==> config.mk <==
export PLATFORM = sky130hd
export DESIGN_NAME = ttl_phase_decoder
export DESIGN_NICKNAME = d
export VERILOG_FILES = /design/src/rtl/ttl_phase_decoder.sv
export SDC_FILE = /design/constraint.sdc
export NUM_CORES = 1
export LEC_CHECK = 0
export ABC_AREA = 1
export ABC_CLOCK_PERIOD_IN_PS = 900
export CELL_PAD_IN_SITES_DETAIL_PLACEMENT = 1
export CELL_PAD_IN_SITES_GLOBAL_PLACEMENT = 1
export CORE_MARGIN = 2
export CORE_UTILIZATION = 18
export DETAILED_ROUTE_END_ITERATION = 12
export PLACE_DENSITY_LB_ADDON = 0.1
export REMOVE_ABC_BUFFERS = 1
export SKIP_LAST_GASP = 1
export SYNTH_ARGS = -nofsm -noshare
export SYNTH_HDL_FRONTEND = slang
export SYNTH_SLANG_ARGS = --single-unit
==> constraint.sdc <==
create_clock -name clk -period 0.9 [get_ports clk]
set_input_delay 0.135 -clock clk [delete_from_list [all_inputs] [get_ports clk]]
set_output_delay 0.135 -clock clk [all_outputs]
set_load 0.05 [all_outputs]
==> src/rtl/ttl_phase_decoder.sv <==
// ----------------------------------------------------------------------------
// ttl_phase_decoder
//
// Purpose:
//   Phase register with load/step control driving a one-hot decoder, in the
//   spirit of a counter feeding an LS-series 3-to-8 decoder. The phase runs
//   0..LAST and wraps back to 0. The decoder output is gated by a registered
//   enable and can be made active-low.
//
// Parameters:
//   SEL_W      phase/select width; out has 2**SEL_W bits
//   LAST       highest phase value before wrapping to 0 (1..2**SEL_W-1)
//   ACTIVE_LOW 1 inverts every bit of out
//
// Ports:
//   clk      in   rising-edge clock for all state
//   rst      in   synchronous, active-high reset
//   en       in   output enable (registered before it gates out)
//   load     in   load sel into the phase register (wins over step)
//   sel      in   phase value to load; values above LAST are rejected
//   step     in   advance the phase by one (wrapping LAST -> 0)
//   skip     in   only with TTL_PHASE_SKIP_EN: with step, advance by two
//   out      out  one-hot decode of phase, gated by the registered enable
//   phase    out  current phase register
//   wrap     out  one-cycle pulse after a step carried the phase through 0
//   bad_sel  out  one-cycle pulse after a load with sel > LAST was rejected
//
// Configuration:
//   `define TTL_PHASE_SKIP_EN adds the skip input (double-step).
// ----------------------------------------------------------------------------
module ttl_phase_decoder #(
    parameter int SEL_W      = 3,
    parameter int LAST       = 2**SEL_W - 1,
    parameter int ACTIVE_LOW = 0
) (
    input  logic                 clk,
    input  logic                 rst,
    input  logic                 en,
    input  logic                 load,
    input  logic [SEL_W-1:0]     sel,
    input  logic                 step,
`ifdef TTL_PHASE_SKIP_EN
    input  logic                 skip,
`endif
    output logic [2**SEL_W-1:0]  out,
    output logic [SEL_W-1:0]     phase,
    output logic                 wrap,
    output logic                 bad_sel
);

    localparam int N = 2**SEL_W;

    // One extra bit so phase + 2 and the LAST comparison never overflow.
    localparam logic [SEL_W:0] LAST_X = (SEL_W+1)'(LAST);

    logic               en_r;
    logic [SEL_W:0]     sel_x;
    logic [SEL_W:0]     adv;
    logic [SEL_W:0]     sum;
    logic [SEL_W-1:0]   step_next;
    logic               step_wrap;
    logic [N-1:0]       dec;

    assign sel_x = {1'b0, sel};

    // Next phase for a step. Any sum past LAST means the advance passed
    // through or landed on 0, which is exactly when wrap must pulse.
    // NOTE: every signal written in always_comb gets a default first so no
    // path leaves it unassigned and a latch can never be inferred.
    always_comb begin
        adv = (SEL_W+1)'(1);
`ifdef TTL_PHASE_SKIP_EN
        if (skip) adv = (SEL_W+1)'(2);
`endif
        sum       = {1'b0, phase} + adv;
        step_next = sum[SEL_W-1:0];
        step_wrap = 1'b0;
        if (sum > LAST_X) begin
            step_next = SEL_W'(sum - LAST_X - (SEL_W+1)'(1));
            step_wrap = 1'b1;
        end
    end

    // Priority rst > load > step. wrap and bad_sel default low each edge so
    // they can only ever be single-cycle pulses.
    // NOTE: state registers use non-blocking assignments so every flop
    // samples pre-edge values regardless of statement order.
    always_ff @(posedge clk) begin
        if (rst) begin
            phase   <= '0;
            en_r    <= 1'b0;
            wrap    <= 1'b0;
            bad_sel <= 1'b0;
        end else begin
            en_r    <= en;
            wrap    <= 1'b0;
            bad_sel <= 1'b0;
            if (load) begin
                // A rejected load holds the phase and swallows any step.
                if (sel_x > LAST_X) bad_sel <= 1'b1;
                else                phase   <= sel;
            end else if (step) begin
                phase <= step_next;
                wrap  <= step_wrap;
            end
        end
    end

    // Decode depends only on phase and en_r, so out has no path from any
    // input. phase never exceeds LAST, so bits above LAST stay inactive.
    always_comb begin
        dec = '0;
        if (en_r) dec[phase] = 1'b1;
        out = (ACTIVE_LOW != 0) ? ~dec : dec;
    end

endmodule

==> results of run 1 <==
-- path summary, 6_finish.rpt --
kind	endpoint	slack, ps
hold reg to reg	wrap$_SDFF_PP0_	650
setup / recovery	out[0]	-270
setup reg to reg	phase[1]$_SDFFE_PP0P_	-160
hold / removal	phase[0]$_SDFFE_PP0P_	320
-- through the flow --
stage,TNS (ps),total power (W),hold WS [ps],utilization,cell area (µm²)
floorplan,-7220,0.000425,206,-,318
global placement,-1840,0.000590,582,0.423,714
detailed placement,-2000,0.000595,588,0.423,714
CTS,-3050,0.000939,408,0.542,916
global route,-3370,0.000994,348,0.573,967
finish,-2860,0.000949,315,0.573,967
-- cells in the final DEF, fill, tap and decap left out, types with 2 or more instances in the layout --
| master | netlist | routed |
|---|---|---|
| nand3_1 | 4 | 2 |
| buf_12 | 0 | 13 |
| nand3_2 | 0 | 2 |
| buf_4 | 0 | 6 |
| nand2_4 | 0 | 5 |
| dlymetal6s2s_1 | 0 | 2 |
| clkdlybuf4s50_1 | 0 | 5 |
| nor2_1 | 10 | 2 |
| nand2_1 | 18 | 12 |
| inv_4 | 0 | 3 |
| buf_6 | 0 | 5 |
| clkbuf_4 | 0 | 3 |
| dfxtp_4 | 0 | 4 |
| dfxtp_1 | 6 | 2 |
| inv_1 | 8 | 5 |
| nor2_4 | 0 | 8 |
-- kinds of logic after synthesis --
family          share of synthesized area
fa+ha+maj                          0.0394
flops                               0.378
buf+inv                            0.0945
other cells                        0.0118
simple gates                        0.445
compound gates                     0.0315
-- tightest hold or removal path, delay by kind of cell --
kind	cells	cell delay [ps]
AND/OR/NAND/NOR	3	190
buffers and inverters	1	190
-- final cells by class --
class	instances	area share
Timing Repair Buffer	31	0.451
Multi-Input combinational cell	38	0.325
Inverter	8	0.0388
Clock buffer	3	0.0233
Sequential cell	6	0.140
Tap cell	17	0.0220
-- where the power goes --
part | switching [W] | internal [W]
Clock | 0.0000900 | 0.000150
Combinational | 0.000201 | 0.000196
Sequential | 0.0000326 | 0.000280
-- routing by layer --
metal	vias up	track usage	part of all wire
met5	-	0	0
met3	0	0.0357	0.028
met2	10	0.219	0.56
met4	0	0.0514	0
met1	207	0.132	0.41
li1	227	-	-
-- state kept, by name, indices dropped and copies added, names as in the netlist --
| signal | flops |
|---|---|
| wrap | 1 |
| phase | 3 |
| en_r | 1 |
| bad_sel | 1 |
-- what timing repair did --
item / CTS / global route
hold endpoints to repair: 0 / 0
hold buffers: 0 / 0
setup buffers: 4 / 3
gates resized for setup: 47 / 10
endpoints found under the setup margin: 13 / 15
pin swaps: 9 / 11
==> results.toml, run 1 <==
[setup_path]
path_cells = "inv_4, nand2_8, nor2_4, buf_12"
worstPathArrival_ps = 1030
path_depth = 4
crit_buf_inv = 2
r2r_start = "phase[0]$_SDFFE_PP0P_"
path_class = "reg2out"
cp.required_ps = 760
crit_family = "flip-flops"
worstPathMaxFanout = 4
critPathMaxStageDelay_ps = 360
ff2ff_path_depth = 6
critical_path.startpoint_type = "flip-flop"
startpoint = "phase[0]$_SDFFE_PP0P_"
end_kind = "output port"
slowest_stage = "dfxtp_4"

[drt]
dr.first_iter.drc_count = 0
via_count = 444
post_drt_wl_per_cell_um = 11.4
drcViolationCount = 0
vias_per_cell = 4.31
totalWireLength_um = 1170
dr.pass1.iters = 1
final_antenna_net_count = 0

[finish]
nets = 97
final_cells = 103
fill_cells = 183
area_growth_pct = 204
drive_gt1_frac = 0.628
antennaDiodeCount = 0
seqCellArea_um2 = 135
multi_input_area_um2 = 314

[job]
max-cap-violations = 0

[global_route]
grt_max_degree = 6
grtUsageTotal = 0.123
grt_antenna_before_repair = 0
gr-total-overflow = 0
first_global_vias = 441
grt_pass1_wl_um = 1810

[timing]
slew_violations = 0
setup_viol = 14
clock_skew_ps = 7.03
finalHoldViolations = 0
fin_ws_ps = -268
rsz0062_at_grt = "true"
period_minus_slack_ps = 1170
fin_crit_sh = 1.30
fmax_mhz = 856

[synth]
synthTopCellsByArea = "dfxtp_1 38%, nand2_1 21%, nor2_1 12%"
yosys_warnings = 0
ys_top_cells_by_count = "18 x nand2_1, 10 x nor2_1, 8 x inv_1"
netlist_area_um2 = 318
synthDistinctLibCells = 11
synth-edff-count = 0
synthCells = 52
postSynth.asyncResetShare = 0
yosys.area.top_type = "dfxtp_1"
yosysMostFrequentCell = "nand2_1"
synthFlopType = "dfxtp_1"
yosysTopAreaCellShare = 0.378
synth-seq-area-share = 0.378
syn_area_per_cell_um2 = 6.11
synth.ff_latch_count = 6

[clock_tree]
cts_max_level = 1
clk_pin_slew_worst_paths_ps = 50
cts_tree = "built"
ctsRootBufferMaster = "clkbuf_4"
clk_latency_ps = 240
cts_buffers = 3
cts_num_sinks = 6
clockBufferDepth = 2

[place]
gp_congestion = 0.694
pre_cts_slack_ps = -285
place_inst = 95
port_buffers = 20
dpl.hpwl_um = 843

[floorplan]
rows = 15
start_util = 0.188
io_pins = 21
die_y_um = 46.0
dieWidth_um = 46.0
dieArea_mm2 = 0.00212
core_region_area_mm2 = 0.00169

[power]
vdd_drop_max_mv = 0.601
p_leak_nw = 0.445
power.density_mw_per_mm2 = 982

[hold_path]
holdPathStages = 4
min_path_type = "in2reg"
min_from = "load"

[status]
violations = "setup timing"
status = "finished with violations"
Note: power is estimated with default switching activity, not from simulation.
==> run 2: changes to the inputs <==
--- a/config.mk
+++ b/config.mk
@@ -13,7 +13,6 @@
 export CORE_UTILIZATION = 18
 export DETAILED_ROUTE_END_ITERATION = 12
 export PLACE_DENSITY_LB_ADDON = 0.1
-export REMOVE_ABC_BUFFERS = 1
 export SKIP_LAST_GASP = 1
 export SYNTH_ARGS = -nofsm -noshare
 export SYNTH_HDL_FRONTEND = slang
==> results.toml, run 2 (same netlist as run 1, synthesis figures left out) <==
[status]
status = "finished with violations"
violations = "setup timing"

[timing]
fmax_mhz = 862
fin_crit_sh = 1.29
clock_skew_ps = 15.5
slew_violations = 0
fin_ws_ps = -260
finalHoldViolations = 0
setup_viol = 13
rsz0062_at_grt = "true"
period_minus_slack_ps = 1160

[global_route]
gr-total-overflow = 0
grt_antenna_before_repair = 0
grt_max_degree = 6
grtUsageTotal = 0.127
first_global_vias = 440
grt_pass1_wl_um = 1860

[clock_tree]
ctsHoldBuffers = 0
ctsRootBufferMaster = "clkbuf_4"
cts_tree = "built"
cts_max_level = 1
clk_pin_slew_worst_paths_ps = 60
clk_latency_ps = 260
cts_buffers = 3
clockBufferDepth = 2
cts_num_sinks = 6

[setup_path]
crit_family = "flip-flops"
cp.required_ps = 760
critPathMaxStageDelay_ps = 380
path_class = "reg2out"
worstPathArrival_ps = 1030
rrSetupSlack_ps = -160
r2r_start = "phase[1]$_SDFFE_PP0P_"
ff2ff_path_depth = 6
worstPathMaxFanout = 5
crit_buf_inv = 2
critical_path.startpoint_type = "flip-flop"
end_kind = "output port"
r2r-end = "phase[1]$_SDFFE_PP0P_"
slowest_stage = "dfxtp_4"
path_cells = "inv_4, nand2_4, nor2_4, buf_12"

[finish]
nets = 96
antennaDiodeCount = 0
layout_common_cells = "13 x buf_12, 12 x nand2_1, 10 x buf_4, 8 x nor2_4"
finalCoreUtilization = 0.553
drive_gt1_frac = 0.605
area_growth_pct = 194
mostFrequentLayoutCell = "buf_12"
regMostFlops = "phase"
largest_reg_flops = 3

[floorplan]
core_region_area_mm2 = 0.00169
dieWidth_um = 46.0
dieArea_mm2 = 0.00212
start_util = 0.188
io_pins = 21
rows = 15
die_y_um = 46.0

[hold_path]
min_path_type = "in2reg"
holdPathEnd = "wrap$_SDFF_PP0_"
holdPathStages = 4
min_from = "load"

[drt]
dr.pass1.iters = 2
vias_per_cell = 4.28
via_count = 441
dr.first_iter.drc_count = 2
post_drt_wl_per_cell_um = 10.2
totalWireLength_um = 1050
final_antenna_net_count = 0
drcViolationCount = 0

[power]
pwr-share-clk = 0.296
swShare = 0.348
combinationalPowerShare = 0.381
vdd_drop_max_mv = 0.639
seq_power_share = 0.323
p_int_w = 0.000630
finalPower_w = 0.000966
p_leak_nw = 0.420
switchingPower_w = 0.000337
power.density_mw_per_mm2 = 1040

[job]
max-cap-violations = 0

[place]
gp_congestion = 0.735
port_buffers = 20
dpl.hpwl_um = 878

[synth]
syn-num-nets = 61
-- run 2: cell type report --
class,instances,area [µm²]
Fill cell,183,756
Tap cell,17,21.3
Sequential cell,6,136
Clock buffer,4,26.3
Multi-Input combinational cell,38,299
Timing Repair Buffer,30,410
Inverter,8,40.0
-- run 2: tightest hold or removal path, stage by stage --
cell and delay, ps:
dlymetal6s2s_1 190, nor2_2 70, nand2_1 60, nor3_2 40
-- run 2: power groups by stage --
stage	registers [W]	clock network (W)	logic [W]
after floorplan	0.000359	0	0.000128
after global placement	0.000318	0	0.000339
after detailed placement	0.000319	0	0.000341
after CTS	0.000311	0.000291	0.000373
after global routing	0.000314	0.000313	0.000396
final	0.000312	0.000286	0.000368
-- run 2: how the worst max path moves through the flow --
stage	slack [ps]	to	cells past startpoint	from
4_1_cts	-270	out[0]	4	phase[2]$_SDFFE_PP0P_
3_3_place_gp	-260	phase[1]$_SDFFE_PP0P_	6	load
2_1_floorplan	-120	out[5]	2	phase[2]$_SDFFE_PP0P_
3_5_place_dp	-270	phase[2]$_SDFFE_PP0P_	4	load
5_1_grt	-300	out[5]	4	phase[1]$_SDFFE_PP0P_
6_report	-260	out[0]	4	phase[1]$_SDFFE_PP0P_
-- run 2: layer usage --
metal	vias up	global-route usage	wire length, µm
li1	227	-	-
met1	198	0.136	412
met2	14	0.214	579
met3	2	0.0476	43
met4	0	0.0686	12
met5	-	0	0
-- run 2: timing repair --
action                     4_1_cts  5_1_grt
resized for setup                6        4
pin swaps                        6        1
setup endpoints to repair       13       16
setup buffers                    3        0
-- run 2: metrics by stage --
step                TNS, ps  hold slack (ps)  setup WS [ps]  area (µm²)  cells
finish                -2760              275           -260         933    103
detailed placement    -1210              588           -274         851     96
global route          -3310              324           -304         933    103
floorplan             -1090              206           -122         447     52
CTS                   -2810              429           -267         925    103
global placement      -1060              583           -255         851     96
